`src/rtl/fprobus_wait_bridge_if.sv`:
```
// MCS IO-bus / FPro-bus signal bundle for fprobus_wait_bridge.
//   slave  : the bridge's view (consumes MCS requests and slot responses,
//            drives MCS completion and slot requests)
//   master : the environment's view (MCS plus attached slots)
interface fprobus_wait_bridge_if #(
  parameter int unsigned NUM_CS = 2,
  parameter int unsigned ADDR_W = 21
);
  // MCS IO bus
  logic              io_addr_strobe;
  logic              io_read_strobe;
  logic              io_write_strobe;
  logic [3:0]        io_byte_enable;
  logic [31:0]       io_address;
  logic [31:0]       io_write_data;
  logic [31:0]       io_read_data;
  logic              io_ready;
  // FPro slot bus
  logic [NUM_CS-1:0] fp_cs;
  logic              fp_wr;
  logic              fp_rd;
  logic [ADDR_W-1:0] fp_word_addr;
  logic [1:0]        fp_byte_addr;
  logic [3:0]        fp_byte_en;
  logic [31:0]       fp_wr_data;
  logic [31:0]       fp_rd_data;
  logic              fp_ready;
  // Status
  logic              err_timeout;

  modport slave (
    input  io_addr_strobe, io_read_strobe, io_write_strobe, io_byte_enable,
           io_address, io_write_data, fp_rd_data, fp_ready,
    output io_read_data, io_ready, fp_cs, fp_wr, fp_rd, fp_word_addr,
           fp_byte_addr, fp_byte_en, fp_wr_data, err_timeout
  );

  modport master (
    output io_addr_strobe, io_read_strobe, io_write_strobe, io_byte_enable,
           io_address, io_write_data, fp_rd_data, fp_ready,
    input  io_read_data, io_ready, fp_cs, fp_wr, fp_rd, fp_word_addr,
           fp_byte_addr, fp_byte_en, fp_wr_data, err_timeout
  );
endinterface

```
`src/rtl/fprobus_wait_bridge.sv`:
```
// MCS IO-bus to FPro-bus bridge with NUM_CS decoded slots, byte enables,
// fp_ready wait states and a timeout watchdog that always returns io_ready.
// Ports:
//   clk, reset : clock and synchronous active-high reset
//   bus        : fprobus_wait_bridge_if.slave (MCS request/response side,
//                slot select/strobe/data side, sticky err_timeout)
// All bus outputs are registered.
module fprobus_wait_bridge #(
  parameter logic [31:0] BRG_BASE = 32'hc000_0000,
  parameter int unsigned NUM_CS   = 2,
  parameter int unsigned ADDR_W   = 21,
  parameter int unsigned TIMEOUT  = 16
) (
  input  logic                  clk,
  input  logic                  reset,
  fprobus_wait_bridge_if.slave  bus
);

  localparam int unsigned CS_W  = $clog2(NUM_CS);
  localparam int unsigned CNT_W = 8;

  typedef enum logic [1:0] {IDLE, ACCESS, DONE} state_t;

  state_t             state_q, state_d;
  logic [CNT_W-1:0]   cnt_q, cnt_d;
  logic [NUM_CS-1:0]  cs_q, cs_d;
  logic               wr_q, wr_d;
  logic               rd_q, rd_d;
  logic               ready_q, ready_d;
  logic [31:0]        rdata_q, rdata_d;
  logic               err_q, err_d;
  logic               is_wr_q, is_wr_d;
  logic [ADDR_W-1:0]  word_q, word_d;
  logic [1:0]         byte_q, byte_d;
  logic [3:0]         be_q, be_d;
  logic [31:0]        wdata_q, wdata_d;

  logic               strobe;
  logic               hit;
  logic [CS_W-1:0]    slot;
  logic               last_cycle;

  assign strobe     = bus.io_read_strobe | bus.io_write_strobe;
  assign hit        = (bus.io_address[31:24] == BRG_BASE[31:24]);
  assign slot       = bus.io_address[23 -: CS_W];
  assign last_cycle = (cnt_q == CNT_W'(TIMEOUT - 1));

  logic unused_ok;
  assign unused_ok = &{1'b0, bus.io_addr_strobe, bus.io_address};

  // State and output registers
  always_ff @(posedge clk) begin
    if (reset) begin
      state_q <= IDLE;
      cnt_q   <= '0;
      cs_q    <= '0;
      wr_q    <= 1'b0;
      rd_q    <= 1'b0;
      ready_q <= 1'b0;
      rdata_q <= '0;
      err_q   <= 1'b0;
      is_wr_q <= 1'b0;
      word_q  <= '0;
      byte_q  <= '0;
      be_q    <= '0;
      wdata_q <= '0;
    end else begin
      state_q <= state_d;
      cnt_q   <= cnt_d;
      cs_q    <= cs_d;
      wr_q    <= wr_d;
      rd_q    <= rd_d;
      ready_q <= ready_d;
      rdata_q <= rdata_d;
      err_q   <= err_d;
      is_wr_q <= is_wr_d;
      word_q  <= word_d;
      byte_q  <= byte_d;
      be_q    <= be_d;
      wdata_q <= wdata_d;
    end
  end

  // Next-state and next-output logic
  always_comb begin
    state_d = state_q;
    cnt_d   = cnt_q;
    cs_d    = cs_q;
    wr_d    = 1'b0;
    rd_d    = 1'b0;
    ready_d = 1'b0;
    rdata_d = rdata_q;
    err_d   = err_q;
    is_wr_d = is_wr_q;
    word_d  = word_q;
    byte_d  = byte_q;
    be_d    = be_q;
    wdata_d = wdata_q;

    case (state_q)
      IDLE: begin
        if (strobe) begin
          if (hit) begin
            // write strobe takes priority when both are raised together
            is_wr_d = bus.io_write_strobe;
            word_d  = bus.io_address[ADDR_W+1:2];
            byte_d  = bus.io_address[1:0];
            be_d    = bus.io_byte_enable;
            wdata_d = bus.io_write_data;
            cs_d    = NUM_CS'(1) << slot;
            wr_d    = bus.io_write_strobe;
            rd_d    = ~bus.io_write_strobe;
            cnt_d   = '0;
            state_d = ACCESS;
          end else begin
            // unmapped address: complete immediately and flag it
            if (!bus.io_write_strobe) rdata_d = 32'h0000_0000;
            err_d   = 1'b1;
            ready_d = 1'b1;
            state_d = DONE;
          end
        end
      end

      ACCESS: begin
        if (bus.fp_ready) begin
          // a response in the final cycle still beats the watchdog
          if (!is_wr_q) rdata_d = bus.fp_rd_data;
          cnt_d   = '0;
          cs_d    = '0;
          ready_d = 1'b1;
          state_d = DONE;
        end else if (last_cycle) begin
          if (!is_wr_q) rdata_d = 32'hFFFF_FFFF;
          err_d   = 1'b1;
          cnt_d   = '0;
          cs_d    = '0;
          ready_d = 1'b1;
          state_d = DONE;
        end else begin
          cnt_d = cnt_q + CNT_W'(1);
        end
      end

      DONE: begin
        state_d = IDLE;
      end

      default: begin
        state_d = IDLE;
        cs_d    = '0;
      end
    endcase
  end

  assign bus.io_read_data = rdata_q;
  assign bus.io_ready     = ready_q;
  assign bus.fp_cs        = cs_q;
  assign bus.fp_wr        = wr_q;
  assign bus.fp_rd        = rd_q;
  assign bus.fp_word_addr = word_q;
  assign bus.fp_byte_addr = byte_q;
  assign bus.fp_byte_en   = be_q;
  assign bus.fp_wr_data   = wdata_q;
  assign bus.err_timeout  = err_q;

endmodule

```
`src/flat_wrapper.sv`:
```
// flat-port wrapper written by rule: the top's interface ports become plain ports
module fprobus_wait_bridge_flat 
#(
  parameter logic [31:0] BRG_BASE = 32'hc000_0000,
  parameter int unsigned NUM_CS   = 2,
  parameter int unsigned ADDR_W   = 21,
  parameter int unsigned TIMEOUT  = 16
)
  (clk, reset, bus_io_addr_strobe, bus_io_read_strobe, bus_io_write_strobe, bus_io_byte_enable, bus_io_address, bus_io_write_data, bus_fp_rd_data, bus_fp_ready, bus_io_read_data, bus_io_ready, bus_fp_cs, bus_fp_wr, bus_fp_rd, bus_fp_word_addr, bus_fp_byte_addr, bus_fp_byte_en, bus_fp_wr_data, bus_err_timeout);
  fprobus_wait_bridge_if #(.NUM_CS(NUM_CS), .ADDR_W(ADDR_W)) bus_i ();
  input  logic clk;
  input  logic reset;
  input wire logic [$bits(bus_i.io_addr_strobe)-1:0] bus_io_addr_strobe;
  input wire logic [$bits(bus_i.io_read_strobe)-1:0] bus_io_read_strobe;
  input wire logic [$bits(bus_i.io_write_strobe)-1:0] bus_io_write_strobe;
  input wire logic [$bits(bus_i.io_byte_enable)-1:0] bus_io_byte_enable;
  input wire logic [$bits(bus_i.io_address)-1:0] bus_io_address;
  input wire logic [$bits(bus_i.io_write_data)-1:0] bus_io_write_data;
  input wire logic [$bits(bus_i.fp_rd_data)-1:0] bus_fp_rd_data;
  input wire logic [$bits(bus_i.fp_ready)-1:0] bus_fp_ready;
  output wire logic [$bits(bus_i.io_read_data)-1:0] bus_io_read_data;
  output wire logic [$bits(bus_i.io_ready)-1:0] bus_io_ready;
  output wire logic [$bits(bus_i.fp_cs)-1:0] bus_fp_cs;
  output wire logic [$bits(bus_i.fp_wr)-1:0] bus_fp_wr;
  output wire logic [$bits(bus_i.fp_rd)-1:0] bus_fp_rd;
  output wire logic [$bits(bus_i.fp_word_addr)-1:0] bus_fp_word_addr;
  output wire logic [$bits(bus_i.fp_byte_addr)-1:0] bus_fp_byte_addr;
  output wire logic [$bits(bus_i.fp_byte_en)-1:0] bus_fp_byte_en;
  output wire logic [$bits(bus_i.fp_wr_data)-1:0] bus_fp_wr_data;
  output wire logic [$bits(bus_i.err_timeout)-1:0] bus_err_timeout;
  assign bus_i.io_addr_strobe = bus_io_addr_strobe;
  assign bus_i.io_read_strobe = bus_io_read_strobe;
  assign bus_i.io_write_strobe = bus_io_write_strobe;
  assign bus_i.io_byte_enable = bus_io_byte_enable;
  assign bus_i.io_address = bus_io_address;
  assign bus_i.io_write_data = bus_io_write_data;
  assign bus_i.fp_rd_data = bus_fp_rd_data;
  assign bus_i.fp_ready = bus_fp_ready;
  assign bus_io_read_data = bus_i.io_read_data;
  assign bus_io_ready = bus_i.io_ready;
  assign bus_fp_cs = bus_i.fp_cs;
  assign bus_fp_wr = bus_i.fp_wr;
  assign bus_fp_rd = bus_i.fp_rd;
  assign bus_fp_word_addr = bus_i.fp_word_addr;
  assign bus_fp_byte_addr = bus_i.fp_byte_addr;
  assign bus_fp_byte_en = bus_i.fp_byte_en;
  assign bus_fp_wr_data = bus_i.fp_wr_data;
  assign bus_err_timeout = bus_i.err_timeout;
  fprobus_wait_bridge #(.BRG_BASE(BRG_BASE), .NUM_CS(NUM_CS), .ADDR_W(ADDR_W), .TIMEOUT(TIMEOUT)) u_core (.clk(clk), .reset(reset), .bus(bus_i));
endmodule
```
`config.mk`:
```
export PLATFORM = sky130hd
export DESIGN_NAME = fprobus_wait_bridge_flat
export DESIGN_NICKNAME = d
export VERILOG_FILES = /design/src/rtl/fprobus_wait_bridge_if.sv /design/src/rtl/fprobus_wait_bridge.sv /design/src/flat_wrapper.sv
export SDC_FILE = /design/constraint.sdc
export NUM_CORES = 1
export LEC_CHECK = 0
export BUFFER_PORTS_ARGS = -buffer_cell sky130_fd_sc_hd__buf_2
export CAP_MARGIN = 20
export CELL_PAD_IN_SITES_DETAIL_PLACEMENT = 1
export CELL_PAD_IN_SITES_GLOBAL_PLACEMENT = 1
export CORE_MARGIN = 2
export CORE_UTILIZATION = 34
export CTS_BUF_LIST = sky130_fd_sc_hd__clkbuf_8
export DETAILED_ROUTE_END_ITERATION = 12
export PLACE_DENSITY_LB_ADDON = 0.3
export SLEW_MARGIN = 20
export SYNTH_ARGS = -nofsm -noshare
export SYNTH_HDL_FRONTEND = slang
export SYNTH_SLANG_ARGS = --single-unit
```
`constraint.sdc`:
```
create_clock -name clk -period 1.9 [get_ports clk]
set_input_delay 0.38 -clock clk [delete_from_list [all_inputs] [get_ports clk]]
set_output_delay 0.38 -clock clk [all_outputs]
set_load 0.03 [all_outputs]
```
# Word-level counts from Yosys, hierarchy flattened
# Cells that the tools add are included.
[totals] regBits=108 input_bits=106
[op_classes] reduce_logical=9 shifts=1 eq_ne=12 add_sub_neg=1 n_bitwise=6 n_mux=33
[op_table] op="$mux 32" count=7
[op_table] op="$pmux 32 s2" count=1
[op_table] op="$mux 8" count=4
[op_table] op="$mux 2" count=8
[op_table] op="$pmux 8 s2" count=1
[op_table] op="$add 8x1->8 const B" count=1
[op_table] op="$eq 8x4->1 const B" count=1
[op_table] op="$eq 8x8->1 const B" count=1
[op_table] op="$mux 1" count=8
[op_table] op="$ne 2x2->1 const B" count=4
[op_table] op="$ne 2x1->1 const B" count=3
[op_table] op="$pmux 2 s3" count=1
[op_table] op="$reduce_and 3->1" count=2
[op_table] op="$reduce_and 6->1" count=1
[op_table] op="$not 1->1" count=5
[op_table] op="$reduce_and 5->1" count=1
[op_table] op="$pmux 1 s2" count=2
[op_table] op="$pmux 2 s2" count=1
[op_table] op="$reduce_and 4->1" count=1
[op_table] op="$reduce_or 4->1" count=1
[op_table] op="$ne 3x2->1 const B" count=1
[op_table] op="$eq 2x1->1 const B" count=1
[op_table] op="$eq 2x2->1 const B" count=1
[op_table] op="$logic_not 2->1" count=1
[op_table] op="4 further kinds" count=4

# Longest topological paths before layout
# Gate-level depths: netlist of run 1.
[logic_depth] word_depth=4 depth_mapped=7

# Least setup slack after synthesis of run 1
# No wires, ideal clock.
[synth_timing] kind="reg-to-reg" from="register u_core.cnt_q[0]" to="register u_core.rdata_q[10] (netlist: u_core.bus.io_read_data[10])" t_arrival_ps=1618 path_stages_with_launch=8 setup_ps=72 n_path_buf=2 required_ps=1828 path_slack_ps=210 path_cell_list="dfxtp_1 -> ha_1 -> and3_1 -> clkbuf_1 -> a21oi_1 -> nor3_4 -> buf_6 -> mux2i_1"
[synth_between] elab_chain_len=3
[synth_rtl] element="start, declared" line="fprobus_wait_bridge.sv:25" source="logic [CNT_W-1:0] cnt_q, cnt_d;"
[synth_rtl] element="start signal, assigned" line="fprobus_wait_bridge.sv:69" source="cnt_q <= cnt_d;"
[synth_rtl] element="$eq 8x4->1" line="fprobus_wait_bridge.sv:46" source="assign last_cycle = (cnt_q == CNT_W'(TIMEOUT - 1));"
[synth_rtl] element="$ne 3x2->1 (no source line)"
[synth_rtl] element="$reduce_and 6->1 (no source line)"
[synth_rtl] element="end signal, assigned" line="fprobus_wait_bridge.sv:74" source="rdata_q <= rdata_d;"
[synth_rtl] element="end, declared" line="fprobus_wait_bridge.sv:30" source="logic [31:0] rdata_q, rdata_d;"
# No other way between the ends.
# A chain may end at the register's enable or synchronous reset.

# Worst setup path in the final report of run 1
[layout_timing] from="register u_core.cnt_q[7]" to="register u_core.rdata_q[14] (netlist: u_core.bus.io_read_data[14])"
# The elaborated chain is that of the path after synthesis.

==> flow_summary.json, run 1 <==
{
  "cts.root.buffer_cell": "sky130_fd_sc_hd__clkbuf_8",
  "final_max_slew_viol_count": 0,
  "drt_first_iter_violations": 215,
  "initial_antenna_violation_count": 0,
  "synth.area.top_cells": "sky130_fd_sc_hd__dfxtp_1 49%, sky130_fd_sc_hd__nand2_1 11%, sky130_fd_sc_hd__a21oi_1 7.8%",
  "critical_path.slowest_cell": "sky130_fd_sc_hd__nor4_4",
  "mappedNetlistNets": 605,
  "vias": 4300,
  "timing_worst_setup_path_type": "reg2reg",
  "finalSetupViolations": 0,
  "detailed_route_drc_error_count": 0,
  "antennaDiodeCount": 0,
  "clkLatencyLatePin_ps": 380,
  "initial_standard_cell_utilization_of_the_core_pct": 34.8,
  "area_delta_synth_final_pct": 32.9,
  "min_path_type": "in2reg",
  "mean_syn_cell_area_sq_um": 8.81,
  "worst_ep_required_time_ps": 2210,
  "cp_max_fo": 16,
  "syn-cell-area_sq_um": 4390,
  "post_drt_wl_per_cell_microns": 15.6,
  "clock_slew_at_reported_path_ffs_ps": 100,
  "fill_cells": 1583,
  "grt_pass1_wl_mm": 21.7,
  "final_antenna_net_count": 0,
  "mostFrequentLayoutCell": "sky130_fd_sc_hd__buf_2",
  "clock_tree.htree_level_count": 3,
  "vias_per_cell": 4.94,
  "timing.max_slew.rel_slack_pct": 61.6,
  "pre_cts_slack_ps": -169,
  "fmax_mhz": 553,
  "place_inst": 852,
  "post-route-min-period_ps": 1810,
  "die_h_microns": 118,
  "final_core_utilization_pct": 46.2,
  "dr.pass1.iters": 4,
  "worst_r2r_startpoint": "u_core.cnt_q[7]$_SDFFE_PP0P_",
  "worst_slew_pin_slew_ps": 576,
  "fp.coreArea_sq_um": 12600,
  "layout.cell_area.non_filler_sq_um": 5830,
  "timing.critical_path.arrival_ps": 2120,
  "beginning_of_the_critical_path": "u_core.cnt_q[7]$_SDFFE_PP0P_",
  "io_pins": 203,
  "fin_ws_ps": 90.9,
  "crit_path_cell_chain": "nor4_4, a21oi_1, nor3_4, buf_12, clkbuf_16, mux2i_1",
  "worst-r2r-setup-slack_ps": 90,
  "worst_setup_path_end_kind": "flip-flop",
  "design.final.nets": 801,
  "finalHoldViolations": 0,
  "maxCapViolations": 0,
  "cts_tree": "done",
  "placed_area_sq_um": 5570,
  "place.gp.congestion": 0.829,
  "total_power_w": 0.00385,
  "cts_made_buffers": 9,
  "place.port_buffers": 201,
  "first_global_vias": 4321,
  "finalNonFillerCells": 870,
  "cts-root-to-sink-buffers": 2,
  "die_area_sq_um": 13800,
  "clock_sinks": 108,
  "cts_hold_buffers": 0,
  "critical_path.startpoint_type": "flip-flop",
  "sequential_share_of_the_synthesized_area_pct": 49.3,
  "synth.yosys.warnings": 0,
  "grt_start_max_net_pins": 60,
  "most-common-layout-cells": "201 x sky130_fd_sc_hd__buf_2, 123 x sky130_fd_sc_hd__nand2_1, 107 x sky130_fd_sc_hd__dfxtp_1",
  "chipWidth_microns": 118,
  "status": "finished clean",
  "cpPeakStageDelay_ps": 410,
  "final.setup_skew_ps": 8.55,
  "num_rows": 41,
  "post_route_cells_drive_above_1_share_pct": 35.7,
  "netlist.area_leader.share_pct": 49.3,
  "dp.final_hpwl_mm": 9.66,
  "synth-seq-cells": 108,
  "grt_overflow": 0,
  "post-route-period-util_pct": 95.2,
  "yosysUniqueCellTypes": 38,
  "detail_route.wirelength_mm": 13.5,
  "synth_area_leader_cell": "sky130_fd_sc_hd__dfxtp_1",
  "worst_voltage_drop_across_the_vdd_grid_uv": 255,
  "post_syn_instances": 498,
  "lkg_pwr_nw": 2.46,
  "timing.hold.worst.start": "bus_io_byte_enable[0]",
  "grtUsageTotal_pct": 19.1,
  "pwr_density_cell_nw_per_um2": 661
}
-- metal layers --
metal	up-vias	global-route usage, %	wire length [microns]
met3	12	6.10	948
met5	-	0	0
met2	148	32.0	6390
met4	0	5.57	166
li1	2092	-	-
met1	2048	23.4	6020
-- synthesized netlist by cell type --
cell                       instances
sky130_fd_sc_hd__nor3_1            4
sky130_fd_sc_hd__nand4_1           4
sky130_fd_sc_hd__a31oi_1           2
sky130_fd_sc_hd__a22o_1            3
sky130_fd_sc_hd__buf_4             1
sky130_fd_sc_hd__or3b_1            1
sky130_fd_sc_hd__and4b_1           1
sky130_fd_sc_hd__xor2_1            1
sky130_fd_sc_hd__nor4_4            2
sky130_fd_sc_hd__nor2b_1           1
sky130_fd_sc_hd__nor3_4            1
sky130_fd_sc_hd__nand3_1           3
sky130_fd_sc_hd__mux2_2            1
sky130_fd_sc_hd__nand4b_1          2
sky130_fd_sc_hd__nand2_1         123
sky130_fd_sc_hd__and2_1            1
sky130_fd_sc_hd__inv_1             2
sky130_fd_sc_hd__buf_2             3
sky130_fd_sc_hd__a21o_1            2
sky130_fd_sc_hd__mux2i_1          34
sky130_fd_sc_hd__o21ba_2           1
sky130_fd_sc_hd__a311oi_1          1
sky130_fd_sc_hd__a211oi_1          2
sky130_fd_sc_hd__o21ai_0          37
sky130_fd_sc_hd__nand3b_1         32
sky130_fd_sc_hd__dfxtp_1         108
sky130_fd_sc_hd__nand2b_1          2
sky130_fd_sc_hd__a21oi_1          68
sky130_fd_sc_hd__and3_1            2
sky130_fd_sc_hd__ha_1              1
sky130_fd_sc_hd__or4b_2            1
sky130_fd_sc_hd__or2_2             1
sky130_fd_sc_hd__a221oi_1          1
sky130_fd_sc_hd__buf_6            12
sky130_fd_sc_hd__nor2_1           13
sky130_fd_sc_hd__nor4bb_1          1
sky130_fd_sc_hd__clkbuf_1         22
sky130_fd_sc_hd__a211oi_2          1
-- flip-flops by register name (all words and copies together), names as in the netlist, 2 cells and up --
register	flops
u_core.bus.fp_byte_addr	2
u_core.bus.fp_byte_en	4
u_core.bus.fp_cs	2
u_core.bus.fp_word_addr	21
u_core.bus.fp_wr_data	32
u_core.bus.io_read_data	32
u_core.cnt_q	8
u_core.state_q	2
-- where the power goes --
part           switching [W]  leakage (nW)  internal, W
sequential        0.00000377         0.871      0.00227
combinational       0.000132          1.50     0.000121
clock               0.000786        0.0966     0.000541
-- final cells by class --
class	count	area (sq um)	area share, %
multi-input cells	350	1990	34.1
repair buffers	223	1280	22.0
clock inverters	4	26.3	0.451
flip-flops and latches	108	2160	37.1
clock buffers	11	151	2.60
inverters	2	7.51	0.129
well taps	172	215	3.69
-- stage by stage --
| stage | hold slack, ps | TNS [ps] |
|---|---|---|
| after floorplan | 459 | 0 |
| after global placement | 436 | -7830 |
| after detailed placement | 443 | -7850 |
| after CTS | 205 | 0 |
| after global routing | 217 | -12.6 |
| final | 228 | 0 |
-- final timing paths --
| check | endpoint | depth (start not counted) |
|---|---|---|
| setup / recovery | u_core.bus.io_read_data[14]$_SDFFE_PP0P_ | 6 |
| hold reg to reg | u_core.bus.fp_word_addr[6]$_SDFFE_PP0P_ | 2 |
| hold / removal | u_core.bus.fp_byte_en[0]$_SDFFE_PP0P_ | 3 |
| setup reg to reg | u_core.bus.io_read_data[14]$_SDFFE_PP0P_ | 6 |
-- cells by family (layout without fill, tap and decap cells) --
logic type / count (synthesis) / count (layout) / synth area share (%)
compound gates: 118 / 118 / 14.5
xor+xnor: 1 / 1 / 0.200
fa+ha+maj: 1 / 1 / 0.285
buf+inv: 40 / 240 / 5.65
flops: 108 / 108 / 49.3
mux: 35 / 35 / 8.01
simple gates: 195 / 195 / 22.1
-- worst max-delay path, delay by kind of cell, from the launching register on --
kind                   cells  cell delay, ps
multiplexers               1             190
AO/OA/AOI/OAI              1             180
flip-flops                 1             370
buffers and inverters      2             330
AND/OR/NAND/NOR            2             650
-- timing repair --
item                       4_1_cts  5_1_grt
gates resized for setup          0        3
setup endpoints to repair        0        7
setup buffers                    0        1
hold endpoints to repair         0        0
No activity file was read; power rests on OpenSTA's default activity.
==> inputs of run 2 (changes only) <==
Settings changed: RECOVER_POWER set to 50.
==> run 2 against run 1 <==
Core utilization down 1.0 points. Final cell count unchanged. Worst setup slack about the same. Critical path depth unchanged. Via count up 0.33%. Power down 0.32%. Flip-flop and latch count unchanged. Hold slack better by 8.9 ps. Critical path type unchanged. Register-to-register slack about the same.
==> flow_summary.json, run 2 (synthesis gave the netlist of run 1 again) <==
{
  "worst_r2r_path_cells": 6,
  "dp.final_hpwl_mm": 9.66,
  "critPathCapture": "u_core.bus.io_read_data[14]$_SDFFE_PP0P_",
  "grt_start_max_net_pins": 60,
  "most-common-layout-cells": "123 x sky130_fd_sc_hd__nand2_1, 107 x sky130_fd_sc_hd__dfxtp_1, 104 x sky130_fd_sc_hd__buf_2",
  "cts-root-to-sink-buffers": 2,
  "detail_route.wirelength_mm": 13.6,
  "cts_tree": "done",
  "io_pins": 203,
  "layout.cell_area.non_filler_sq_um": 5700,
  "vias": 4314,
  "critical_path.startpoint_type": "flip-flop",
  "vias_per_cell": 4.96,
  "fill_cells": 1619,
  "num_rows": 41,
  "detailed_route_drc_error_count": 0,
  "dr.pass1.iters": 4,
  "pwr_density_cell_nw_per_um2": 673,
  "worst_voltage_drop_across_the_vdd_grid_uv": 252,
  "post-route-period-util_pct": 95.2,
  "post_route_cells_drive_above_1_share_pct": 21.3,
  "initial_antenna_violation_count": 0,
  "drt_first_iter_violations": 204,
  "grtUsageTotal_pct": 19.1,
  "grt_overflow": 0,
  "pre_cts_slack_ps": -169,
  "finalSetupViolations": 0,
  "maxCapViolations": 0,
  "fin_ws_ps": 91.4,
  "cts.root.buffer_cell": "sky130_fd_sc_hd__clkbuf_8",
  "setup-tns-final_ps": 0,
  "finalHoldViolations": 0,
  "timing_worst_setup_path_type": "reg2reg",
  "min_path_type": "in2reg",
  "status": "finished clean",
  "grt_pass1_wl_mm": 21.7,
  "worst_ep_required_time_ps": 2200,
  "place.port_buffers": 201,
  "timing.critical_path.arrival_ps": 2110,
  "final.setup_skew_ps": 9.75,
  "timing.max_slew.rel_slack_pct": 61.4,
  "die_h_microns": 118,
  "beginning_of_the_critical_path": "u_core.cnt_q[7]$_SDFFE_PP0P_",
  "area_delta_synth_final_pct": 30.0,
  "place.gp.congestion": 0.829,
  "chipWidth_microns": 118,
  "final_antenna_net_count": 0,
  "place_inst": 852,
  "placed_area_sq_um": 5570,
  "worst-r2r-setup-slack_ps": 90,
  "fp.coreArea_sq_um": 12600,
  "post_drt_wl_per_cell_microns": 15.6,
  "clock_slew_at_reported_path_ffs_ps": 100,
  "total_power_w": 0.00384,
  "first_global_vias": 4321,
  "lkg_pwr_nw": 2.03,
  "die_area_sq_um": 13800,
  "final_max_slew_viol_count": 0,
  "worst_r2r_startpoint": "u_core.cnt_q[7]$_SDFFE_PP0P_",
  "clkLatencyLatePin_ps": 380,
  "cts_hold_buffers": 0,
  "fmax_mhz": 553,
  "clock_tree.htree_level_count": 3,
  "worst_setup_path_end_kind": "flip-flop",
  "finalNonFillerCells": 870,
  "antennaDiodeCount": 0,
  "post-route-min-period_ps": 1810,
  "mostFrequentLayoutCell": "sky130_fd_sc_hd__nand2_1",
  "cp_max_fo": 16,
  "clock_sinks": 108,
  "worst_slew_pin_slew_ps": 579,
  "cts_made_buffers": 9,
  "initial_standard_cell_utilization_of_the_core_pct": 34.8,
  "timing.rr.end": "u_core.bus.io_read_data[14]$_SDFFE_PP0P_",
  "design.final.nets": 801
}
-- run 2: worst min-delay path by stage --
stage / from / slack [ps] / endpoint / depth (start not counted)
floorplan: bus_io_write_strobe / 460 / u_core.bus.fp_rd$_SDFF_PP0_ / 1
finish: bus_io_byte_enable[0] / 240 / u_core.bus.fp_byte_en[0]$_SDFFE_PP0P_ / 3
global placement: u_core.bus.fp_byte_addr[0]$_SDFFE_PP0P_ / 440 / u_core.bus.fp_byte_addr[0]$_SDFFE_PP0P_ / 2
global route: bus_io_address[19] / 220 / u_core.bus.fp_word_addr[17]$_SDFFE_PP0P_ / 3
detailed placement: u_core.bus.fp_word_addr[6]$_SDFFE_PP0P_ / 440 / u_core.bus.fp_word_addr[6]$_SDFFE_PP0P_ / 2
CTS: bus_io_byte_enable[0] / 210 / u_core.bus.fp_byte_en[0]$_SDFFE_PP0P_ / 3
-- run 2: through the flow --
stage               util [%]  hold WS, ps
floorplan                  -          459
global placement        44.2          436
detailed placement      44.2          443
CTS                     45.6          205
global route            45.2          217
finish                  45.2          237
-- run 2: layer usage --
| layer | GRT usage [%] | share of wire, % |
|---|---|---|
| met1 | 23.4 | 45 |
| met2 | 32.0 | 47 |
| met5 | 0 | 0 |
| met4 | 5.57 | 1.1 |
| met3 | 6.10 | 7.2 |
-- run 2: worst max-delay path, cell delays in order (launching register included) --
cell	delay (ps)
sky130_fd_sc_hd__dfxtp_1	370
sky130_fd_sc_hd__nor4_4	410
sky130_fd_sc_hd__a21oi_1	180
sky130_fd_sc_hd__nor3_4	240
sky130_fd_sc_hd__buf_12	140
sky130_fd_sc_hd__clkbuf_16	190
sky130_fd_sc_hd__mux2i_1	190
-- run 2: layout make-up --
class | instances | area [sq um] | share of cell area [%]
Tap cell | 172 | 215 | 3.77
Clock buffer | 11 | 151 | 2.66
Sequential cell | 108 | 2160 | 37.9
Timing Repair Buffer | 223 | 1150 | 20.2
Inverter | 2 | 7.51 | 0.132
Clock inverter | 4 | 26.3 | 0.461
Multi-Input combinational cell | 350 | 1990 | 34.8
-- run 2: power breakdown --
group	switching [W]	total [W]	internal [W]	leakage (nW)
registers	0.00000389	0.00227	0.00227	0.871
logic	0.000132	0.000249	0.000117	1.07
clock network	0.000777	0.00132	0.000541	0.0966
total	0.000913	0.00384	0.00293	2.03
-- run 2: what timing repair did --
action                     CTS  global route
gates resized for setup      0             3
buffers inserted             0             1
setup endpoints to repair    0             7
